$ cat src/rtl/pc_sequencer.sv
// Multi-cycle program-counter sequencer: fetch handshake, decode, execute with stall,
// PC update with select lines, halt/resume, sticky fault reporting and retire counting.
module pc_sequencer #(
  parameter int unsigned BOOT_DELAY    = 2,
  parameter int unsigned FETCH_TIMEOUT = 15,
  parameter int unsigned COUNT_W       = 32
) (
  input  logic               clk,
  input  logic               reset,
  input  logic               imem_ack,
  input  logic [2:0]         instr_class,
  input  logic               branch_taken,
  input  logic               stall,
  input  logic [1:0]         target_lsb,
  input  logic               resume,
  output logic               imem_req,
  output logic               ir_wren,
  output logic               exec_en,
  output logic               pc_wren,
  output logic               pc_alu_sel,
  output logic               pc_next_sel,
  output logic               retire,
  output logic               halted,
  output logic               fault,
  output logic [1:0]         fault_code,
  output logic [COUNT_W-1:0] instr_count
);

  localparam int unsigned BW = (BOOT_DELAY > 1) ? $clog2(BOOT_DELAY + 1) : 1;
  localparam int unsigned TW = (FETCH_TIMEOUT > 1) ? $clog2(FETCH_TIMEOUT + 1) : 1;

  localparam logic [2:0] C_SEQ    = 3'd0;
  localparam logic [2:0] C_BRANCH = 3'd1;
  localparam logic [2:0] C_JAL    = 3'd2;
  localparam logic [2:0] C_JALR   = 3'd3;
  localparam logic [2:0] C_HALT   = 3'd4;

  typedef enum logic [2:0] {
    S_BOOT, S_FETCH, S_DECODE, S_EXEC, S_UPDATE, S_HALT, S_FAULT
  } state_t;

  state_t         state, state_n;
  logic [BW-1:0]  boot_cnt;
  logic [TW-1:0]  tmo_cnt;
  logic [2:0]     cls_q;
  logic           taken_q;
  logic           fault_set;
  logic [1:0]     code_n;
  logic [1:0]     upd_sel;

  always_ff @(posedge clk) begin
    if (reset) begin
      state       <= S_BOOT;
      boot_cnt    <= '0;
      tmo_cnt     <= '0;
      cls_q       <= C_SEQ;
      taken_q     <= 1'b0;
      instr_count <= '0;
      fault       <= 1'b0;
      fault_code  <= 2'd0;
    end else begin
      state <= state_n;
      if (state == S_BOOT)
        boot_cnt <= boot_cnt + BW'(1);
      if (state == S_FETCH && state_n == S_FETCH)
        tmo_cnt <= tmo_cnt + TW'(1);
      else
        tmo_cnt <= '0;
      if (state == S_DECODE)
        cls_q <= instr_class;
      if (state == S_EXEC && !stall)
        taken_q <= branch_taken;
      if (retire)
        instr_count <= instr_count + COUNT_W'(1);
      if (fault_set && !fault) begin
        fault      <= 1'b1;
        fault_code <= code_n;
      end
    end
  end

  // {alu_sel, next_sel} derived from the class/taken captured for this instruction
  always_comb begin
    upd_sel = 2'b10;
    case (cls_q)
      C_SEQ:    upd_sel = 2'b10;
      C_BRANCH: upd_sel = taken_q ? 2'b00 : 2'b10;
      C_JAL:    upd_sel = 2'b00;
      C_JALR:   upd_sel = 2'b11;
      default:  upd_sel = 2'b10;
    endcase
  end

  always_comb begin
    state_n     = state;
    imem_req    = 1'b0;
    ir_wren     = 1'b0;
    exec_en     = 1'b0;
    pc_wren     = 1'b0;
    pc_alu_sel  = 1'b0;
    pc_next_sel = 1'b0;
    retire      = 1'b0;
    halted      = 1'b0;
    fault_set   = 1'b0;
    code_n      = 2'd0;
    case (state)
      S_BOOT: begin
        if (boot_cnt == BW'(BOOT_DELAY - 1))
          state_n = S_FETCH;
      end
      S_FETCH: begin
        imem_req = 1'b1;
        if (imem_ack) begin
          ir_wren = 1'b1;
          state_n = S_DECODE;
        end else if (tmo_cnt == TW'(FETCH_TIMEOUT - 1)) begin
          state_n   = S_FAULT;
          fault_set = 1'b1;
          code_n    = 2'd3;
        end
      end
      S_DECODE: begin
        if (instr_class > C_HALT) begin
          state_n   = S_FAULT;
          fault_set = 1'b1;
          code_n    = 2'd1;
        end else if (instr_class == C_HALT) begin
          retire  = 1'b1;
          state_n = S_HALT;
        end else begin
          state_n = S_EXEC;
        end
      end
      S_EXEC: begin
        exec_en = 1'b1;
        if (!stall)
          state_n = S_UPDATE;
      end
      S_UPDATE: begin
        {pc_alu_sel, pc_next_sel} = upd_sel;
        if (target_lsb != 2'd0) begin
          state_n   = S_FAULT;
          fault_set = 1'b1;
          code_n    = 2'd2;
        end else begin
          pc_wren = 1'b1;
          retire  = 1'b1;
          state_n = S_FETCH;
        end
      end
      S_HALT: begin
        halted = 1'b1;
        if (resume) begin
          pc_wren    = 1'b1;
          pc_alu_sel = 1'b1;
          state_n    = S_FETCH;
        end
      end
      S_FAULT: state_n = S_FAULT;
      default: state_n = S_BOOT;
    endcase
  end

endmodule

$ cat config.mk
export PLATFORM = sky130hd
export DESIGN_NAME = pc_sequencer
export DESIGN_NICKNAME = d
export VERILOG_FILES = /design/src/rtl/pc_sequencer.sv
export SDC_FILE = /design/constraint.sdc
export NUM_CORES = 1
export LEC_CHECK = 0
export ABC_CLOCK_PERIOD_IN_PS = 2500
export BUFFER_PORTS_ARGS = -buffer_cell sky130_fd_sc_hd__buf_2
export CAP_MARGIN = 30
export CORE_MARGIN = 4
export CORE_UTILIZATION = 45
export CTS_BUF_LIST = sky130_fd_sc_hd__clkbuf_8
export CTS_CLUSTER_DIAMETER = 200
export DETAILED_ROUTE_END_ITERATION = 8
export PLACE_DENSITY = 0.68
export SETUP_SLACK_MARGIN = 0.3
export SLEW_MARGIN = 40
export SYNTH_ARGS = -nofsm -noshare
export SYNTH_HDL_FRONTEND = slang
export SYNTH_SLANG_ARGS = --single-unit
$ cat constraint.sdc
create_clock -name clk -period 2.5 [get_ports clk]
set_clock_uncertainty 0.2 [all_clocks]
set_input_delay 0.125 -clock clk [delete_from_list [all_inputs] [get_ports clk]]
set_output_delay 0.125 -clock clk [all_outputs]
set_load 0.01 [all_outputs]
* Word level (Yosys, flattened, before mapping)
Cells that the tools add are included.
Cells by class: $add $sub $neg 3, magnitude comparators 1, equal/unequal tests 13, multiplexer cells 34, bitwise logic cells 1, reductions and logical operators 8
Operator list (count):
- $add A32 B1 Y32 const B | 1
- $mux W3 | 8
- $pmux W3 S7 | 1
- $mux W1 | 15
- $eq A3 B2 Y1 const B | 4
- $eq A3 B3 Y1 const B | 4
- $pmux W2 S3 | 2
- $eq A3 B1 Y1 const B | 3
- $mux W2 | 4
- $pmux W1 S2 | 3
- $add A4 B1 Y4 const B | 1
- $eq A4 B4 Y1 const B | 1
- $gt A3 B3 Y1 const B | 1
- $logic_and A1 B1 Y1 | 3
- $logic_not A3 Y1 | 1
- $pmux W1 S3 | 1
- $add A2 B1 Y2 const B | 1
- $eq A2 B1 Y1 const B | 1
- $logic_not A1 Y1 | 2
- $reduce_bool A2 Y1 | 1
- $reduce_or A2 Y1 | 1
- $not A1 Y1 | 1
Storage, ports and cells: flip-flop bits (word level) 48, word-level logic and storage cells 68

* Longest topological paths before layout
depth in word-level cells 8, depth in mapped cells 8, mapped depth without buffers 6

* Worst setup path after synthesis
Ideal clock, no wire load.
path type reg2reg, start point register instr_count[5], end point register instr_count[30], library setup time 0.123 ns, arrival 1.950 ns, data required time 2.177 ns, setup slack 0.226 ns, cell stages (with the launch flop) 7, path buffers 2, clock period less this slack 2.274 ns, path through dfxtp_1 -> nand4_2 -> or4_1 -> buf_2 -> buf_6 -> nor4_4 -> mux2_1
Between the ends: word-level cells in the longest chain between the ends 1
Ends and longest elaborated chain:
- start: declaration | RTL line 26 | output logic [COUNT_W-1:0] instr_count
- start signal: assignment | RTL line 74 | instr_count <= instr_count + COUNT_W'(1);
- $add A32 B1 Y32 | RTL line 74
Every way passes these cells. A chain may end at the register's enable or synchronous reset.

* Worst setup path in the final report
start point register instr_count[5], end point register instr_count[26]
Same word-level chain as after synthesis.

==> insert_results.sql <==
INSERT INTO impl_metrics (metric_group, metric, value, unit) VALUES
('run_status', 'status', 'finished, final reports clean', ''),
('die', 'core_area', '5570', 'µm²'),
('sta', 'drv_slew', '0', ''),
('cells_and_area', 'post_layout_nonfiller_instances', '436', ''),
('logic_synthesis', 'synth_largest_type_area_fraction', '0.369', ''),
('logic_synthesis', 'mappedNetlistNets', '314', ''),
('cells_and_area', 'finish.instance_area', '3210', 'µm²'),
('sta', 'timing.final.crit_share', '0.861', ''),
('die', 'die_x', '84.1', 'µm'),
('cts', 'clkSlewWorstSetupHoldPaths', '0.09', 'ns'),
('run', 'max-cap-violations', '0', ''),
('drt', 'number_of_vias_per_cell', '5.75', ''),
('drt', 'vias', '2509', ''),
('cells_and_area', 'antenna_cell_count', '0', ''),
('pwr', 'p_switching', '565', 'µW'),
('cts', 'cts_buffers', '5', ''),
('drt', 'dr.pass1.iters', '6', ''),
('cells_and_area', 'final_core_utilization', '0.576', ''),
('cells_and_area', 'synthToLayoutAreaGrowth', '23.4', '%'),
('pwr', 'sw_frac_of_total', '0.302', ''),
('logic_synthesis', 'synth_async_sr_flop_share', '0', ''),
('drt', 'initialDrtViolationCount', '113', ''),
('critical_path', 'regToRegStartpoint', 'instr_count[5]$_SDFFE_PP0P_', ''),
('pwr', 'power.clock.fraction', '0.296', ''),
('global_routing', 'grt_util_met2', '0.299', ''),
('die', 'die-height', '84.1', 'µm'),
('logic_synthesis', 'sequential_share_of_the_synthesized_area', '0.369', ''),
('global_routing', 'grt_max_degree', '34', ''),
('sta', 'slew_headroom', '0.584', ''),
('critical_path', 'timing.reg2reg.setup_slack', '0.35', 'ns'),
('global_routing', 'grt_antenna_before_repair', '0', ''),
('die', 'num_io_pins', '54', ''),
('place', 'port-buffer-count', '53', ''),
('critical_path', 'end_kind', 'flop', ''),
('logic_synthesis', 'synth_area_leader_cell', 'sky130_fd_sc_hd__dfxtp_1', ''),
('critical_path', 'terminus_of_the_critical_flop_to_flop_path', 'instr_count[26]$_SDFFE_PP0P_', ''),
('place', 'preCtsSetupSlack', '0.228', 'ns'),
('logic_synthesis', 'synth_cell_types', '51', ''),
('logic_synthesis', 'synth.top_cells.by_area', 'sky130_fd_sc_hd__dfxtp_1 37%, sky130_fd_sc_hd__or4_1 5.8%, sky130_fd_sc_hd__a21oi_1 5.6%', ''),
('die', 'design.die.area', '7060', 'µm²'),
('critical_path', 'cp_data_arrival_time', '2.18', 'ns'),
('logic_synthesis', 'synthCells', '299', ''),
('pwr', 'sequentialPowerShare', '0.456', ''),
('worst_hold_path', 'worst_hold_stages', '5', ''),
('critical_path', 'rr_worst_depth', '5', ''),
('drt', 'drt_total_wl', '6.33', 'mm'),
('worst_hold_path', 'worst_hold_path_type', 'primary input to flop', ''),
('die', 'initial_utilization', '0.467', ''),
('drt', 'ant_nets', '0', ''),
('pwr', 'p_leak', '0.00126', 'µW'),
('global_routing', 'grt_use_met3', '0.0405', ''),
('critical_path', 'timing.critical_path.fanout_max', '7', ''),
('cts', 'tritoncts_clock_tree', 'done', ''),
('sta', 'final_hold_vios', '0', ''),
('pwr', 'cell_internal_pwr', '1300', 'µW'),
('sta', 'post-route-min-period', '2.15', 'ns'),
('cts', 'clockBufferDepth', '2', ''),
('global_routing', 'grt_util_all_layers', '0.179', ''),
('critical_path', 'setup.worst_path.start_class', 'flop', ''),
('cts', 'cts_num_sinks', '48', ''),
('worst_hold_path', 'worstHoldEndpoint', 'state[1]$_SDFF_PP0_', ''),
('global_routing', 'grt.busiest_layer', 'met2', ''),
('cts', 'cts-htree-levels', '2', ''),
('place', 'detailed_place.area', '2930', 'µm²'),
('logic_synthesis', 'syn_area', '2600', 'µm²'),
('critical_path', 'path_class', 'flop to flop', ''),
('sta', 'worstMarginPinSlew', '0.619', 'ns'),
('drt', 'wire_per_inst', '14.5', 'µm'),
('drt', 'post-route-drc-count', '0', ''),
('cts', 'clockRootBuffer', 'sky130_fd_sc_hd__clkbuf_8', ''),
('sta', 'grt_setup_unrepaired', 'true', '');
-- state kept, by name, summed over array words and instances, names as in the netlist --
name and cells:
instr_count 32, fault_code 2, cls_q 3, state 3, boot_cnt 2, tmo_cnt 4, taken_q 1, fault 1
-- critical path: stages, from the launching register on --
cell and delay (ns):
sky130_fd_sc_hd__dfxtp_4 0.38, sky130_fd_sc_hd__nand4_2 0.14, sky130_fd_sc_hd__or4_4 0.58, sky130_fd_sc_hd__buf_6 0.16, sky130_fd_sc_hd__or4_1 0.47, sky130_fd_sc_hd__a21oi_1 0.15
-- repair_timing --
action,in CTS,in global routing
pin swaps,1,2
setup endpoints to repair,18,20
resized for setup,1,19
hold endpoints to repair,6,0
hold buffers,6,0
buffers inserted,2,3
gates cloned,0,1
-- cell usage after synthesis (2+ instances only) --
cell type	count
sky130_fd_sc_hd__a21oi_1	29
sky130_fd_sc_hd__a31oi_1	4
sky130_fd_sc_hd__or3_1	5
sky130_fd_sc_hd__nor3b_1	2
sky130_fd_sc_hd__and4_1	4
sky130_fd_sc_hd__nand4b_1	2
sky130_fd_sc_hd__a211oi_1	3
sky130_fd_sc_hd__buf_2	4
sky130_fd_sc_hd__nor2_1	19
sky130_fd_sc_hd__or4_1	20
sky130_fd_sc_hd__buf_6	3
sky130_fd_sc_hd__nand2_1	14
sky130_fd_sc_hd__clkbuf_2	2
sky130_fd_sc_hd__o41ai_1	3
sky130_fd_sc_hd__nor3_1	6
sky130_fd_sc_hd__nand2b_1	3
sky130_fd_sc_hd__xnor2_1	2
sky130_fd_sc_hd__nand4_1	5
sky130_fd_sc_hd__o31ai_1	19
sky130_fd_sc_hd__a22o_1	2
sky130_fd_sc_hd__clkbuf_1	10
sky130_fd_sc_hd__nor2b_1	10
sky130_fd_sc_hd__clkbuf_8	2
sky130_fd_sc_hd__mux2i_1	6
sky130_fd_sc_hd__or3b_2	2
sky130_fd_sc_hd__and2_1	4
sky130_fd_sc_hd__nand3b_1	2
sky130_fd_sc_hd__nand3_1	12
sky130_fd_sc_hd__xor2_1	2
sky130_fd_sc_hd__ha_1	4
sky130_fd_sc_hd__inv_1	12
sky130_fd_sc_hd__o21ai_0	8
sky130_fd_sc_hd__mux2_1	6
sky130_fd_sc_hd__nor4_1	4
sky130_fd_sc_hd__dfxtp_1	48
-- power groups by stage --
stage / sequential, µW / combinational [µW] / clock [µW]
after floorplan: 862 / 315 / 0
after global placement: 863 / 426 / 0
after detailed placement: 865 / 432 / 0
after CTS: 848 / 449 / 572
after global routing: 860 / 515 / 601
final: 853 / 463 / 552
-- through the flow --
stage | hold WS, ns | power [µW]
global placement | 0.162 | 1290
finish | 0.0541 | 1870
global route | 0.118 | 1980
floorplan | 0.0722 | 1180
detailed placement | 0.174 | 1300
CTS | 0.0411 | 1870
-- cell usage in the layout, fill, tap and decap left out, types with 6 or more instances in the layout --
| master | count |
|---|---|
| sky130_fd_sc_hd__a21oi_1 | 26 |
| sky130_fd_sc_hd__dlygate4sd3_1 | 6 |
| sky130_fd_sc_hd__mux2i_1 | 6 |
| sky130_fd_sc_hd__o31ai_1 | 19 |
| sky130_fd_sc_hd__nand3_1 | 12 |
| sky130_fd_sc_hd__inv_1 | 13 |
| sky130_fd_sc_hd__nand2_1 | 14 |
| sky130_fd_sc_hd__nor2b_1 | 10 |
| sky130_fd_sc_hd__or4_1 | 18 |
| sky130_fd_sc_hd__dfxtp_1 | 40 |
| sky130_fd_sc_hd__o21ai_0 | 8 |
| sky130_fd_sc_hd__buf_4 | 17 |
| sky130_fd_sc_hd__nor2_1 | 19 |
| sky130_fd_sc_hd__nor3_1 | 6 |
| sky130_fd_sc_hd__buf_2 | 53 |
-- logic make-up after synthesis --
logic type,synth area share
adder cells (fa/ha/maj),0.0192
buffers and inverters,0.0707
multiplexers,0.0534
AO/OA/AOI/OAI,0.174
flip-flops,0.369
AND/OR/NAND/NOR,0.300
XOR/XNOR,0.0135
-- worst max-delay path by stage --
stage / startpoint / end / slack, ns / cells after the start
final: instr_count[5]$_SDFFE_PP0P_ / instr_count[26]$_SDFFE_PP0P_ / 0.35 / 5
after global routing: instr_count[0]$_SDFFE_PP0P_ / instr_count[26]$_SDFFE_PP0P_ / 0.22 / 6
after CTS: instr_count[5]$_SDFFE_PP0P_ / instr_count[30]$_SDFFE_PP0P_ / 0.30 / 5
after detailed placement: instr_count[5]$_SDFFE_PP0P_ / instr_count[23]$_SDFFE_PP0P_ / 0.23 / 4
after global placement: instr_count[5]$_SDFFE_PP0P_ / instr_count[23]$_SDFFE_PP0P_ / 0.28 / 4
after floorplan: instr_count[5]$_SDFFE_PP0P_ / instr_count[30]$_SDFFE_PP0P_ / 0.32 / 6
-- routing by layer --
layer / routed length [µm] / up-vias
met5: 0 / -
met2: 3080 / 56
met1: 2900 / 1202
li1: - / 1244
met3: 267 / 7
met4: 87 / 0
-- layout make-up --
class | instances | area (µm²)
Fill cell | 536 | 2360
Multi-Input combinational cell | 217 | 1500
Sequential cell | 48 | 981
Timing Repair Buffer | 79 | 487
Tap cell | 72 | 90.1
Clock buffer | 5 | 68.8
Inverter | 12 | 45.0
Clock inverter | 3 | 38.8
Note: power is estimated with default switching activity, not from simulation.
